===== config.mk =====
export PLATFORM = sky130hd
export DESIGN_NAME = neopixel_rx_flat
export DESIGN_NICKNAME = d
export VERILOG_FILES = /design/src/rtl/neopixel_rx_if.sv /design/src/rtl/neopixel_rx.sv /design/src/flat_wrapper.sv
export SDC_FILE = /design/constraint.sdc
export NUM_CORES = 1
export LEC_CHECK = 0
export BUFFER_PORTS_ARGS = -buffer_cell sky130_fd_sc_hd__buf_4
export CAP_MARGIN = 40
export CORE_MARGIN = 8
export CORE_UTILIZATION = 60
export CTS_CLUSTER_DIAMETER = 80
export DETAILED_ROUTE_END_ITERATION = 10
export PLACE_DENSITY = 0.89
export SYNTH_ARGS = -nofsm -noshare
export SYNTH_HDL_FRONTEND = slang
export SYNTH_SLANG_ARGS = --single-unit

===== constraint.sdc =====
create_clock -name CLOCK_50 -period 5.6 [get_ports CLOCK_50]
set_input_delay 0.56 -clock CLOCK_50 [delete_from_list [all_inputs] [get_ports CLOCK_50]]
set_output_delay 0.56 -clock CLOCK_50 [all_outputs]
set_load 0.05 [all_outputs]

===== src/rtl/neopixel_rx_if.sv =====
// Signal bundle between the WS2812 decoder and its consumer.
// pixel_valid, frame_end and bit_err are single-cycle strobes with no ready: the consumer must take pixel_data on the cycle pixel_valid is high.
interface neopixel_rx_if;
  logic        din;
  logic [23:0] pixel_data;
  logic        pixel_valid;
  logic        frame_end;
  logic        bit_err;
  logic        dout;
  logic [7:0]  pixel_count;
  logic [1:0]  state_dbg;

  modport master (
    input  din,
    output pixel_data, pixel_valid, frame_end, bit_err, dout, pixel_count, state_dbg
  );

  modport slave (
    output din,
    input  pixel_data, pixel_valid, frame_end, bit_err, dout, pixel_count, state_dbg
  );
endinterface


===== src/rtl/neopixel_rx.sv =====
// WS2812 receiver: decodes the first 24-bit GRB word after each latch gap,
// then forwards the remaining bit stream to the next pixel on dout.
module neopixel_rx #(
  parameter int T_MIN    = 5,
  parameter int T_THRESH = 30,
  parameter int T_MAX    = 60,
  parameter int T_LATCH  = 2500
) (
  input  logic CLOCK_50,
  input  logic reset,
  neopixel_rx_if.master bus
);

  typedef enum logic [1:0] {WAIT_LATCH, CAPTURE, PASS} state_t;

  localparam logic [6:0]  HI_MIN    = 7'(T_MIN);
  localparam logic [6:0]  HI_THRESH = 7'(T_THRESH);
  localparam logic [6:0]  HI_MAX    = 7'(T_MAX);
  localparam logic [11:0] LO_LATCH  = 12'(T_LATCH);
  localparam logic [11:0] LO_HIT    = 12'(T_LATCH - 1);

  state_t      state_q, state_d;
  logic        din_s1, ds, ds_d;
  logic        rise, fall, latch_hit, bit_val, pulse_bad;
  logic [6:0]  hi_cnt;
  logic [11:0] lo_cnt;
  logic [23:0] shreg, shreg_d, word_d;
  logic [4:0]  bit_cnt, bit_cnt_d;
  logic        pv_d, fe_d, be_d;
  logic [23:0] pixel_data_q;
  logic        pixel_valid_q, frame_end_q, bit_err_q, dout_q;
  logic [7:0]  pixel_count_q;

  always_ff @(posedge CLOCK_50 or posedge reset) begin
    if (reset) begin
      din_s1 <= 1'b0;
      ds     <= 1'b0;
      ds_d   <= 1'b0;
    end else begin
      din_s1 <= bus.din;
      ds     <= din_s1;
      ds_d   <= ds;
    end
  end

  assign rise = ds & ~ds_d;
  assign fall = ~ds & ds_d;

  // Rising edge restarts both counters; the high counter counts that first cycle.
  always_ff @(posedge CLOCK_50 or posedge reset) begin
    if (reset) begin
      hi_cnt <= '0;
      lo_cnt <= '0;
    end else begin
      if (rise)                          hi_cnt <= 7'd1;
      else if (ds && hi_cnt != 7'd127)   hi_cnt <= hi_cnt + 7'd1;
      if (rise)                          lo_cnt <= '0;
      else if (!ds && lo_cnt != LO_LATCH) lo_cnt <= lo_cnt + 12'd1;
    end
  end

  // Fires only on the cycle the low count arrives at T_LATCH, so a held-low line latches once.
  assign latch_hit = ~ds && (lo_cnt == LO_HIT);
  assign bit_val   = hi_cnt > HI_THRESH;
  assign pulse_bad = (hi_cnt < HI_MIN) || (hi_cnt > HI_MAX);
  assign word_d    = {shreg[22:0], bit_val};

  always_ff @(posedge CLOCK_50 or posedge reset) begin
    if (reset) state_q <= WAIT_LATCH;
    else       state_q <= state_d;
  end

  always_comb begin
    state_d   = state_q;
    shreg_d   = shreg;
    bit_cnt_d = bit_cnt;
    pv_d      = 1'b0;
    fe_d      = 1'b0;
    be_d      = 1'b0;
    case (state_q)
      WAIT_LATCH: begin
        if (latch_hit) begin
          state_d   = CAPTURE;
          shreg_d   = '0;
          bit_cnt_d = '0;
          fe_d      = 1'b1;
        end
      end
      CAPTURE: begin
        if (latch_hit) begin
          shreg_d   = '0;
          bit_cnt_d = '0;
          fe_d      = 1'b1;
        end else if (fall) begin
          if (pulse_bad) begin
            state_d   = WAIT_LATCH;
            shreg_d   = '0;
            bit_cnt_d = '0;
            be_d      = 1'b1;
          end else if (bit_cnt == 5'd23) begin
            state_d   = PASS;
            shreg_d   = '0;
            bit_cnt_d = '0;
            pv_d      = 1'b1;
          end else begin
            shreg_d   = word_d;
            bit_cnt_d = bit_cnt + 5'd1;
          end
        end
      end
      PASS: begin
        if (latch_hit) begin
          state_d   = CAPTURE;
          shreg_d   = '0;
          bit_cnt_d = '0;
          fe_d      = 1'b1;
        end
      end
      default: state_d = WAIT_LATCH;
    endcase
  end

  always_ff @(posedge CLOCK_50 or posedge reset) begin
    if (reset) begin
      shreg         <= '0;
      bit_cnt       <= '0;
      pixel_data_q  <= '0;
      pixel_valid_q <= 1'b0;
      frame_end_q   <= 1'b0;
      bit_err_q     <= 1'b0;
      dout_q        <= 1'b0;
      pixel_count_q <= '0;
    end else begin
      shreg         <= shreg_d;
      bit_cnt       <= bit_cnt_d;
      pixel_valid_q <= pv_d;
      frame_end_q   <= fe_d;
      bit_err_q     <= be_d;
      dout_q        <= (state_q == PASS) ? ds : 1'b0;
      if (pv_d) begin
        pixel_data_q  <= word_d;
        pixel_count_q <= pixel_count_q + 8'd1;
      end
    end
  end

  assign bus.pixel_data  = pixel_data_q;
  assign bus.pixel_valid = pixel_valid_q;
  assign bus.frame_end   = frame_end_q;
  assign bus.bit_err     = bit_err_q;
  assign bus.dout        = dout_q;
  assign bus.pixel_count = pixel_count_q;
  assign bus.state_dbg   = state_q;

endmodule


===== src/flat_wrapper.sv =====
// flat-port wrapper written by rule: the top's interface ports become plain ports
module neopixel_rx_flat 
#(
  parameter int T_MIN    = 5,
  parameter int T_THRESH = 30,
  parameter int T_MAX    = 60,
  parameter int T_LATCH  = 2500
)
  (CLOCK_50, reset, bus_din, bus_pixel_data, bus_pixel_valid, bus_frame_end, bus_bit_err, bus_dout, bus_pixel_count, bus_state_dbg);
  neopixel_rx_if bus_i ();
  input  logic CLOCK_50;
  input  logic reset;
  input wire logic [$bits(bus_i.din)-1:0] bus_din;
  output wire logic [$bits(bus_i.pixel_data)-1:0] bus_pixel_data;
  output wire logic [$bits(bus_i.pixel_valid)-1:0] bus_pixel_valid;
  output wire logic [$bits(bus_i.frame_end)-1:0] bus_frame_end;
  output wire logic [$bits(bus_i.bit_err)-1:0] bus_bit_err;
  output wire logic [$bits(bus_i.dout)-1:0] bus_dout;
  output wire logic [$bits(bus_i.pixel_count)-1:0] bus_pixel_count;
  output wire logic [$bits(bus_i.state_dbg)-1:0] bus_state_dbg;
  assign bus_i.din = bus_din;
  assign bus_pixel_data = bus_i.pixel_data;
  assign bus_pixel_valid = bus_i.pixel_valid;
  assign bus_frame_end = bus_i.frame_end;
  assign bus_bit_err = bus_i.bit_err;
  assign bus_dout = bus_i.dout;
  assign bus_pixel_count = bus_i.pixel_count;
  assign bus_state_dbg = bus_i.state_dbg;
  neopixel_rx #(.T_MIN(T_MIN), .T_THRESH(T_THRESH), .T_MAX(T_MAX), .T_LATCH(T_LATCH)) u_core (.CLOCK_50(CLOCK_50), .reset(reset), .bus(bus_i));
endmodule

### Word level (Yosys, flattened, before mapping)

Index checks and enable logic that the tools add are counted.

* add/subtract/negate cells: 4
* $lt $le $gt $ge: 3
* reduce and logical (&&, ||, !) cells: 13
* bitwise gates (word level): 4
* equal/unequal tests: 11
* multiplexer cells: 34

Operators by type and width (number)
* $mux 23: 5
* $pmux 23 s2: 1
* $mux 5: 5
* $mux 12: 2
* $mux 7: 2
* $add 12x1->12 const B: 1
* $eq 12x12->1 const B: 1
* $mux 1: 12
* $ne 12x12->1 const B: 1
* $mux 2: 5
* $pmux 5 s2: 1
* $add 8x1->8 const B: 1
* $add 7x1->7 const B: 1
* $gt 7x5->1 const B: 1
* $gt 7x6->1 const B: 1
* $lt 7x3->1 const B: 1
* $ne 7x7->1 const B: 1
* $ne 3x1->1 const B: 2
* $reduce_bool 2->1: 3
* $add 5x1->5 const B: 1
* $eq 5x5->1 const B: 1
* $ne 2x1->1 const B: 2
* $pmux 2 s2: 1
* $reduce_and 4->1: 1
* 12 further kinds: 16

* register bits after elaboration: 88
* logic and storage cells: 83
* output and inout bits: 38
* bits of input ports: 3

### Depth between registers and ports, before layout

* depth in word-level cells: 6
* mapped depth: 9
* depth with buffers taken out: 7

### Least setup slack after synthesis

Ideal clock, no wire load.

* path type: register to register
* from: register u_core.state_q[0], in the netlist u_core.bus.state_dbg[0]
* to: register u_core.pixel_count_q[4], in the netlist u_core.bus.pixel_count[4]
* path buffers: 2
* setup time: 0.143 ns
* cell stages (with the launch flop): 8
* data required time: 5.457 ns
* arrival: 1.885 ns
* setup slack: 3.572 ns
* period minus slack after synthesis: 2.028 ns
* cells stage by stage: dfrtp_1 clkbuf_1 nand3b_1 nor3_1 and4b_1 buf_2 nand4_1 xnor2_1

* longest elaborated chain between the ends: 2

RTL lines
* start, declared: RTL line neopixel_rx.sv:22 `state_t state_q, state_d;`
* start signal, assigned: RTL line neopixel_rx.sv:70 `else state_q <= state_d;`
* $eq 2x1->1: RTL line neopixel_rx.sv:80 `case (state_q)`
* $mux 1: RTL line neopixel_rx.sv:80
* end signal, assigned: RTL line neopixel_rx.sv:142 `pixel_count_q <= pixel_count_q + 8'd1;`
* end, declared: RTL line neopixel_rx.sv:32 `logic [7:0] pixel_count_q;`

Every way passes these cells.
A chain may end at the register's enable or synchronous reset.

### Final worst setup path

* from: register u_core.lo_cnt[0]
* to: register u_core.bit_cnt[2]

* longest elaborated chain between the ends: 4
* elaborated cells on any way between the ends: 7
* classes of those cells: 3 x eq/ne; 2 x mux; 2 x reduce/logical

RTL lines
* start, declared: RTL line neopixel_rx.sv:26 `logic [11:0] lo_cnt;`
* start signal, assigned: RTL line neopixel_rx.sv:58 `else if (!ds && lo_cnt != LO_LATCH) lo_cnt <= lo_cnt + 12'd1;`
* $eq 12x12->1 (*): RTL line neopixel_rx.sv:63 `assign latch_hit = ~ds && (lo_cnt == LO_HIT);`
* $logic_and 1x1->1 (*): RTL line neopixel_rx.sv:63
* $ne 3x1->1 (no line), or another cell as far along
* $reduce_and 3->1 (no line) / $pmux 5 s2 (equally long branches)
* end signal, assigned: RTL line neopixel_rx.sv:135 `bit_cnt <= bit_cnt_d;`
* end, declared: RTL line neopixel_rx.sv:28 `logic [4:0] bit_cnt, bit_cnt_d;`

Mark *: on every way between the ends. The rest lies on a longest branch, timed or not.

==> summary.txt <==
Pwr
  – Gate power share: 5.6%
  – Clock network fraction of design power: 40.0%
  – Internal power: 930 µW
  – Share of power burned in registers: 54.4%
  – Net Sw Power: 299 µW
  – Power Dens Cells: 284 nW/µm²
  – Peak ir drop on the vdd network: 0.157 mV
  – Leakage: 2.23 nW
  – Proportion of total power due to net switching: 24.3%

Clock network
  – Level count of the clock H-tree: 3
  – Master cell of the clock root buffer: sky130_fd_sc_hd__clkbuf_8
  – Clock insertion delay at the later pin of the skew report: 0.36 ns
  – CTS Buf Count: 9
  – Count of cells resized by post-cts repair: 0
  – Worst-path clk slew: 0.09 ns
  – Worst-case clock buffer depth: 2
  – Number of buffers inserted by post-CTS setup repair: 0
  – Post-CTS Hold Buffers: 0
  – Number of sinks on the clock net: 88
  – Clock tree from TritonCTS: yes

Status
  – Status: finished, final reports clean

Placed design
  – Final Wtd Congestion: 0.888
  – Port bufs: 40
  – Number of placed cells counting well taps: 455
  – HPWL after detailed placement: 5160 µm
  – Worst Setup Slack post-DPL: 3.18 ns

Die
  – Die area: 8990 µm²
  – Effective utilization at floorplan: 62.6%
  – Std-Cell Core Area: 5960 µm²
  – Height of the die: 94.8 µm
  – Chip width: 94.8 µm
  – Ports placed on the boundary: 41
  – Site row count: 28

Timing
  – Final count of hold timing violations: 0
  – Slew margin rel.: 37.8%
  – Highest clock frequency the design can meet: 399 MHz
  – Fin crit share: 44.7%
  – Final worst clock skew: 0.0105 ns
  – Count of endpoints failing setup in the final report: 0
  – Worst Tran Pin Value: 0.934 ns
  – Post-layout minimum cycle time: 2.51 ns
  – Worst path setup slack after routing: 3.09 ns
  – Summed negative setup slack over all endpoints: 0 ns
  – Unrepaired setup endpoints after global routing: no
  – Number of max-slew violations in the final report: 0

Layout
  – Most common cell after layout, fill and taps aside: sky130_fd_sc_hd__nand2_1
  – Diode insertion count for antenna repair: 0
  – Area of the multi-input gates: 1410 µm²
  – Fraction of layout instances using a drive strength above 1: 17.1%
  – Register area: 2200 µm²
  – # fillers: 394
  – Commonest non-fill, non-tap cells in the layout: sky130_fd_sc_hd__nand2_1 (93), sky130_fd_sc_hd__dfrtp_1 (88), sky130_fd_sc_hd__buf_4 (43)
  – Area Overhead vs Synth: 16.2%
  – Final net count: 401
  – Post-route non-filler standard cell count: 472

Hold path
  – Class of the tightest hold or removal check: input pin to async pin

Synthesis
  – Share of flip-flops with an asynchronous set or reset: 100%
  – Count of state elements after synthesis: 88
  – Mapped Cells: 351
  – Number of enable flip-flop cells after synthesis: 0
  – Distinct cell type count of the synthesized netlist: 44
  – Most used flip-flop cell after synthesis: sky130_fd_sc_hd__dfrtp_1
  – Synth Cell Area: 3730 µm²
  – Synthesized area per cell: 10.6 µm²
  – Sequential area share after synthesis: 59.1%
  – Number of nets in the synthesized netlist: 360
  – Synthesis warning total: 0

Run
  – Max-capacitance violation count: 0

Worst setup path
  – Crit start category: flop
  – R2R Path End: u_core.bit_cnt[2]$_DFFE_PP0P_
  – WS Path Type: flop to flop
  – Required time reported for the critical path endpoint: 5.85 ns
  – R2R cell count: 6
  – Crit path DAT: 2.75 ns
  – Maximum net fanout on the critical path: 28
  – Worst setup slack for register-to-register paths: 3.09 ns
  – Element type at the critical path end: flop
  – Startpoint of the most critical register-to-register path: u_core.lo_cnt[0]$_DFFE_PP0P_

Detailed routing
  – DRC errors left: 0
  – Violation count after the first detailed-routing iteration: 205
  – DRT Pass-1 Iters: 4
  – Total via count in the routed design: 2759
  – Wire length reported by the detailed router: 7580 µm
  – WL/cell: 16.1 µm
  – Via/cell ratio: 5.85
  – Antenna violation net count after detailed routing: 0

GRT
  – Remaining global-route overflow: 0
  – Number of antenna violations at the first check in global routing: 0
  – First-pass GRT wire length: 12800 µm
  – Overall global routing resource usage: 18.1%
  – Via count of the first global-routing pass: 2676
  – Largest net degree at the start of global routing: 58
## cell usage after synthesis, types with 4 or more instances
cell,number,area (µm²)
sky130_fd_sc_hd__nand4_1,8,50.1
sky130_fd_sc_hd__nor3_1,6,30.0
sky130_fd_sc_hd__buf_2,7,35.0
sky130_fd_sc_hd__nand2_1,93,349
sky130_fd_sc_hd__ha_1,6,75.1
sky130_fd_sc_hd__clkbuf_1,5,18.8
sky130_fd_sc_hd__xnor2_1,8,70.1
sky130_fd_sc_hd__xor2_1,10,87.6
sky130_fd_sc_hd__dfrtp_1,88,2200
sky130_fd_sc_hd__inv_1,10,37.5
sky130_fd_sc_hd__a22o_1,25,219
sky130_fd_sc_hd__nand3_1,10,50.1
sky130_fd_sc_hd__nor2_1,19,71.3
sky130_fd_sc_hd__o21ai_0,10,50.1
sky130_fd_sc_hd__and3_1,4,25.0
## worst max-delay path, cell delays in order, from the launching register on
cell,delay [ns]
sky130_fd_sc_hd__dfrtp_1,0.43
sky130_fd_sc_hd__ha_1,0.21
sky130_fd_sc_hd__nor3b_1,0.38
sky130_fd_sc_hd__nand4_4,0.22
sky130_fd_sc_hd__a22o_1,0.57
sky130_fd_sc_hd__a41o_1,0.35
sky130_fd_sc_hd__mux2_4,0.25
## final cells by class
type                       instances  share of cell area [%]
inverter                          10                   0.895
clock buffer                       9                    2.86
sequential                        88                    50.8
tap                               75                    2.17
clock inverter                     7                    2.31
timing repair buffer              45                    8.43
multi-input combinational        238                    32.5
## logic make-up (layout without fill, tap and decap cells)
family / count (synthesis) / count (layout) / synth area share (%)
xor gates and xnor gates: 18 / 18 / 4.23
adders and majority gates: 6 / 6 / 2.01
and+or+nand+nor: 158 / 158 / 19.8
buffers and inverters: 25 / 71 / 3.15
AOI/OAI and AO/OA: 54 / 54 / 11.0
muxes: 2 / 2 / 0.671
DFF: 88 / 88 / 59.1
## metal layers
metal	wire length, µm	GRT usage [%]
met5	0	0
met4	155	7.28
met1	3220	22.4
met3	418	4.29
met2	3790	29.9
## how the worst max path moves through the flow
| stage | depth (start not counted) | end | slack, ns | from |
|---|---|---|---|---|
| floorplan | 1 | u_core.bit_cnt[0]$_DFFE_PP0P_ | 2.76 | reset |
| global placement | 6 | u_core.bus.pixel_count[4]$_DFFE_PP0P_ | 3.24 | u_core.bit_cnt[0]$_DFFE_PP0P_ |
| detailed placement | 7 | u_core.bus.pixel_count[5]$_DFFE_PP0P_ | 3.18 | u_core.bit_cnt[0]$_DFFE_PP0P_ |
| CTS | 6 | u_core.bit_cnt[2]$_DFFE_PP0P_ | 3.12 | u_core.lo_cnt[0]$_DFFE_PP0P_ |
| global route | 7 | u_core.shreg[6]$_DFFE_PP0P_ | 2.86 | u_core.hi_cnt[1]$_DFFE_PP0P_ |
| finish | 6 | u_core.bit_cnt[2]$_DFFE_PP0P_ | 3.09 | u_core.lo_cnt[0]$_DFFE_PP0P_ |
## sequential cells by signal, summed over array words and instances (netlist names), 2 cells and up
| name | cells |
|---|---|
| u_core.bus.pixel_data | 24 |
| u_core.lo_cnt | 12 |
| u_core.bus.pixel_count | 8 |
| u_core.bit_cnt | 5 |
| u_core.bus.state_dbg | 2 |
| u_core.hi_cnt | 7 |
| u_core.shreg | 23 |
## per-stage QoR
| stage | util (%) | hold slack, ns | power (mW) | instance area [µm²] |
|---|---|---|---|---|
| after floorplan | - | 0.331 | 0.728 | 3730 |
| after global placement | 68.2 | 0.334 | 0.742 | 4060 |
| after detailed placement | 68.9 | 0.349 | 0.749 | 4100 |
| after CTS | 72.6 | 0.271 | 1.24 | 4330 |
| after global routing | 72.8 | 0.286 | 1.28 | 4330 |
| final | 72.8 | 0.261 | 1.23 | 4330 |
## power groups by stage
stage               combinational [mW]  sequential [mW]  clock (mW)
finish                          0.0686            0.668       0.492
global route                    0.0792            0.671       0.528
CTS                             0.0689            0.668       0.499
detailed placement              0.0691            0.680           0
global placement                0.0635            0.679           0
floorplan                       0.0531            0.675           0
Note: power is estimated with default switching activity, not from simulation.
